### config.mk
export PLATFORM = sky130hd
export DESIGN_NAME = seq_det_ctrl
export DESIGN_NICKNAME = d
export VERILOG_FILES = /design/src/rtl/seq_det_ctrl.sv
export SDC_FILE = /design/constraint.sdc
export NUM_CORES = 1
export LEC_CHECK = 0
export ABC_AREA = 1
export CAP_MARGIN = 5
export CORE_ASPECT_RATIO = 0.5
export CORE_UTILIZATION = 50
export CTS_BUF_LIST = sky130_fd_sc_hd__clkbuf_16
export DETAILED_ROUTE_END_ITERATION = 8
export HOLD_SLACK_MARGIN = 0.05
export PLACE_DENSITY = 0.83
export RECOVER_POWER = 25
export SYNTH_ARGS = -nofsm -noshare
export SYNTH_HDL_FRONTEND = slang
export SYNTH_SLANG_ARGS = --single-unit
### constraint.sdc
create_clock -name clk -period 2.6 [get_ports clk]
set_input_delay 0.52 -clock clk [delete_from_list [all_inputs] [get_ports clk]]
set_output_delay 0.52 -clock clk [all_outputs]
set_load 0.02 [all_outputs]
### src/rtl/seq_det_ctrl.sv
// seq_det_ctrl: programmable serial pattern-detection controller.
// Holds a pattern configuration, sequences a detection run over a gated
// serial bit stream, raises a Mealy match pulse, counts matches and ends
// the run once a programmed match target has been reached.
module seq_det_ctrl #(
    parameter int MAX_LEN = 8,
    parameter int CNT_W   = 8
) (
    input  logic                         clk,
    input  logic                         reset,
    input  logic                         cfg_we,
    input  logic [MAX_LEN-1:0]           cfg_pattern,
    input  logic [$clog2(MAX_LEN+1)-1:0] cfg_len,
    input  logic                         cfg_overlap,
    input  logic [CNT_W-1:0]             cfg_target,
    input  logic                         start,
    input  logic                         abort,
    input  logic                         x_valid,
    input  logic                         x,
    output logic                         busy,
    output logic                         z,
    output logic [CNT_W-1:0]             match_cnt,
    output logic                         done,
    output logic                         cfg_err
);

    localparam int LEN_W = $clog2(MAX_LEN + 1);

    typedef enum logic [1:0] {
        ST_IDLE = 2'd0,
        ST_RUN  = 2'd1,
        ST_DONE = 2'd2
    } state_t;

    state_t               state_q, state_d;
    logic [MAX_LEN-1:0]   pattern_q, pattern_d;
    logic [LEN_W-1:0]     len_q, len_d;
    logic                 overlap_q, overlap_d;
    logic [CNT_W-1:0]     target_q, target_d;
    logic [MAX_LEN-2:0]   hist_q, hist_d;
    logic [LEN_W-1:0]     fill_q, fill_d;
    logic [CNT_W-1:0]     match_cnt_q, match_cnt_d;
    logic                 done_q, done_d;
    logic                 cfg_err_q, cfg_err_d;

    logic [MAX_LEN-1:0]   window;
    logic [MAX_LEN-1:0]   len_mask;
    logic [LEN_W-1:0]     len_m1;
    logic [LEN_W-1:0]     fill_next;
    logic [CNT_W-1:0]     cnt_inc;
    logic                 len_legal;
    logic                 pattern_hit;
    logic                 match;

    // The newest bit joins the stored history to form the comparison window.
    assign window      = {hist_q, x};
    assign len_m1      = len_q - LEN_W'(1);
    assign len_legal   = (len_q >= LEN_W'(2)) && (len_q <= LEN_W'(MAX_LEN));
    assign fill_next   = (fill_q == len_m1) ? fill_q : fill_q + LEN_W'(1);
    assign cnt_inc     = (match_cnt_q == {CNT_W{1'b1}}) ? match_cnt_q : match_cnt_q + CNT_W'(1);
    assign pattern_hit = (fill_q == len_m1) && (((window ^ pattern_q) & len_mask) == '0);

    // Mask selecting only the low len_q bits of the window and pattern.
    always_comb begin
        for (int i = 0; i < MAX_LEN; i++) begin
            len_mask[i] = (i < int'(len_q));
        end
    end

    // Next-state, register-update and match logic for the run controller.
    always_comb begin
        state_d     = state_q;
        pattern_d   = pattern_q;
        len_d       = len_q;
        overlap_d   = overlap_q;
        target_d    = target_q;
        hist_d      = hist_q;
        fill_d      = fill_q;
        match_cnt_d = match_cnt_q;
        done_d      = 1'b0;
        cfg_err_d   = 1'b0;
        match       = 1'b0;

        case (state_q)
            ST_IDLE: begin
                if (start) begin
                    if (len_legal) begin
                        state_d     = ST_RUN;
                        hist_d      = '0;
                        fill_d      = '0;
                        match_cnt_d = '0;
                    end else begin
                        cfg_err_d = 1'b1;
                    end
                end
                if (cfg_we) begin
                    pattern_d = cfg_pattern;
                    len_d     = cfg_len;
                    overlap_d = cfg_overlap;
                    target_d  = cfg_target;
                end
            end
            ST_RUN: begin
                if (abort) begin
                    state_d = ST_IDLE;
                end else if (x_valid) begin
                    hist_d = window[MAX_LEN-2:0];
                    if (pattern_hit) begin
                        match       = 1'b1;
                        match_cnt_d = cnt_inc;
                        fill_d      = overlap_q ? fill_next : '0;
                        if ((target_q != '0) && (cnt_inc == target_q)) begin
                            state_d = ST_DONE;
                        end
                    end else begin
                        fill_d = fill_next;
                    end
                end
            end
            ST_DONE: begin
                state_d = ST_IDLE;
                done_d  = !abort;
            end
            default: begin
                state_d = ST_IDLE;
            end
        endcase
    end

    // State and datapath registers with synchronous active-high reset.
    always_ff @(posedge clk) begin
        if (reset) begin
            state_q     <= ST_IDLE;
            pattern_q   <= '0;
            len_q       <= '0;
            overlap_q   <= 1'b0;
            target_q    <= '0;
            hist_q      <= '0;
            fill_q      <= '0;
            match_cnt_q <= '0;
            done_q      <= 1'b0;
            cfg_err_q   <= 1'b0;
        end else begin
            state_q     <= state_d;
            pattern_q   <= pattern_d;
            len_q       <= len_d;
            overlap_q   <= overlap_d;
            target_q    <= target_d;
            hist_q      <= hist_d;
            fill_q      <= fill_d;
            match_cnt_q <= match_cnt_d;
            done_q      <= done_d;
            cfg_err_q   <= cfg_err_d;
        end
    end

    assign busy      = (state_q == ST_RUN);
    assign z         = match && !reset;
    assign match_cnt = match_cnt_q;
    assign done      = done_q;
    assign cfg_err   = cfg_err_q;

endmodule

==> flow_metrics.tcl <==
set metrics [dict create \
    grt_pass1_wl_um 10100 \
    clkPwrFrac_pct 31.7 \
    slew_violations 0 \
    start_util_pct 54.4 \
    post-route-min-period_ps 2550 \
    whs_ps 477 \
    seq_area_frac_synth_pct 35.4 \
    post_drt_wl_per_cell_um 11.9 \
    num_vias 2613 \
    multi_input_area_um2 1390 \
    total_power_uw 1870 \
    r2r_slack_ps 600 \
    cts.sinks 44 \
    cts.clk_slew.worst_paths_ps 60 \
    root_buffer "clkbuf_16" \
    switching_share_pct 31.3 \
    num_rows 17 \
    ys_ff_latch 44 \
    fin_worst_skew_ps 6.60 \
    pre_cts_ws_ps -424 \
    combPwrFrac_pct 26.1 \
    power.leakage_uw 0.00140 \
    io_buffers 39 \
    grt_pass1_vias 2365 \
    hp-class "flip-flop to flip-flop" \
    cap_violations 0 \
    cp.arrival_ps 2030 \
    finalHoldViolCount 0 \
    drtAntennaViolNets 0 \
    fillers 378 \
    syn_area_per_cell_um2 6.37 \
    outcome "completed" \
    yosys_warnings 0 \
    gr-total-overflow 0 \
    drive_gt1_share_pct 12.2 \
    die_h_um 51.9 \
    cts_tree "built" \
    ff_latch_area_um2 883 \
    cp_slowest_cell "dfxtp_2" \
    cts_htree_levels 2 \
    clk_latency_ps 280 \
    die_area_um2 5280 \
    grt_util_all_layers_pct 24.8 \
    placed_area_um2 3020 \
    synth_area_um2 2490 \
    gp_congestion 0.879 \
    dp_hpwl_um 4500 \
    timing.final.crit_share_pct 97.9 \
    cts_buffers 5 \
    via_per_inst 5.14 \
    syn_inst 390 \
    antenna_found_initial 0 \
    ios 40 \
    core_um2 4570 \
    route.detailed.drc 0 \
    final_area_um2 3210 \
    max_stage_delay_ps 350 \
    synth_cell_type_count 28 \
    crit_path_cell_trace "inv_4 > ha_4 > inv_1 > nand2_1 > nand2_2 > nor2_2 > nand3_1 > nor2_2 > nand3_2 > nor4_1 > buf_2" \
    hold_buffers 0 \
    peakVddDrop_v 0.000284 \
    startpoint_type "flip-flop" \
    area_growth_pct 29.3 \
    p_per_area_nw_per_um2 581 \
    finalNetCount 477 \
    internal_power_uw 1280 \
    die_w_um 102 \
    synth_nets 425 \
    path_class "flip-flop to primary output" \
    p_sw_uw 585 \
    grt_max_degree 40 \
    worst_pin_slew_ps 619 \
    diodes 0 \
    wl_um 6070 \
    fmax_mhz 393 \
    first_pass_iters 4 \
    clock_path_buffers 2 \
    rsz0062_at_grt "true" \
    critPathMaxFanout 3 \
    drtIter0Drc 128 \
    slew_headroom_pct 58.8 \
    seq_power_share_pct 42.2 \
    crit_path_frequent_cell "nor2_2" \
    fin_ws_ps 54.8 \
    endpoint_kind "primary output" \
    crit_required_ps 2080 \
    setup_viol 0 \
]
-- routing by layer --
layer | GRT usage, % | share of wire, %
met1 | 30.4 | 45
met2 | 44.3 | 49
met3 | 4.97 | 4.5
met4 | 7.73 | 2.0
met5 | 0 | 0
-- cell families after synthesis --
family / synth area share (%)
simple gates: 33.4
buf+inv: 10.8
flops: 35.4
xor+xnor: 2.11
compound gates: 14.8
fa+ha+maj: 3.52
-- path summary, 6_finish.rpt --
| kind | startpoint | to | cells past startpoint |
|---|---|---|---|
| setup / recovery | len_q[0] | z | 11 |
| hold / removal | pattern_q[7] | pattern_q[7] | 2 |
| setup reg to reg | len_q[0] | state_q[0] | 15 |
| hold reg to reg | pattern_q[7] | pattern_q[7] | 2 |
-- per-stage QoR --
step                instances  util, %  setup TNS, ps
floorplan                 390        -              0
global placement          500     66.1           -364
detailed placement        500     66.1           -424
CTS                       507     68.9              0
global route              508     70.3          -45.7
finish                    508     70.3              0
-- critical path, delay by kind of cell, from the launching register on --
family	cells	cell delay (ps)
simple gates	7	850
buf+inv	3	300
fa+ha+maj	1	250
flops	1	350
-- registers in the layout, indices dropped and copies added (netlist names) --
register / flops
target_q: 8
pattern_q: 8
len_q: 4
fill_q: 4
cfg_err: 1
state_q: 2
overlap_q: 1
done: 1
hist_q: 7
match_cnt: 8
-- power by group through the flow --
stage	Sequential, µW	Combinational [µW]	Clock, µW
finish	788	487	592
global route	796	554	633
CTS	784	463	594
detailed placement	798	458	0
global placement	795	449	0
floorplan	804	293	0
-- cells in the mapped netlist (all sizes together) --
cell,n,area (µm²)
a211oi,2,15.0
a21oi,38,190
buf,4,27.5
clkbuf,6,22.5
clkinv,1,3.75
dfxtp,44,881
ha,7,87.6
inv,57,214
nand2,102,405
nand3,39,195
nand3b,1,7.51
nand4,2,12.5
nor2,46,193
nor3,2,10.0
nor4,1,6.26
o21ai,31,155
o21bai,1,7.51
xnor2,3,26.3
xor2,3,26.3
-- placed cells by master, fill, tap and decap left out, types with 3 or more instances in the layout --
cell type and instances:
nor2_2 4, xor2_1 3, buf_4 11, nor2_1 40, clkbuf_16 5, xnor2_1 3, inv_1 48, nand2_2 9
a21oi_1 37, nand2_1 92, nand3_1 38, o21ai_0 27, clkdlybuf4s50_1 36, inv_2 8, ha_1 4, o21ai_1 4
dfxtp_1 42
-- timing repair --
| item | 4_1_cts | 5_1_grt |
|---|---|---|
| pin swaps | 0 | 8 |
| buffers inserted | 0 | 1 |
| gates resized for setup | 5 | 21 |
| setup endpoints to repair | 1 | 1 |
-- final cells by class --
class | count | share of cell area (%)
inverter | 58 | 6.93
clock inverter | 2 | 0.272
timing repair buffer | 55 | 15.7
multi-input combinational | 278 | 43.1
tap | 66 | 2.57
clock buffer | 5 | 3.89
sequential | 44 | 27.5
Power figures use the tool's default switching activity.
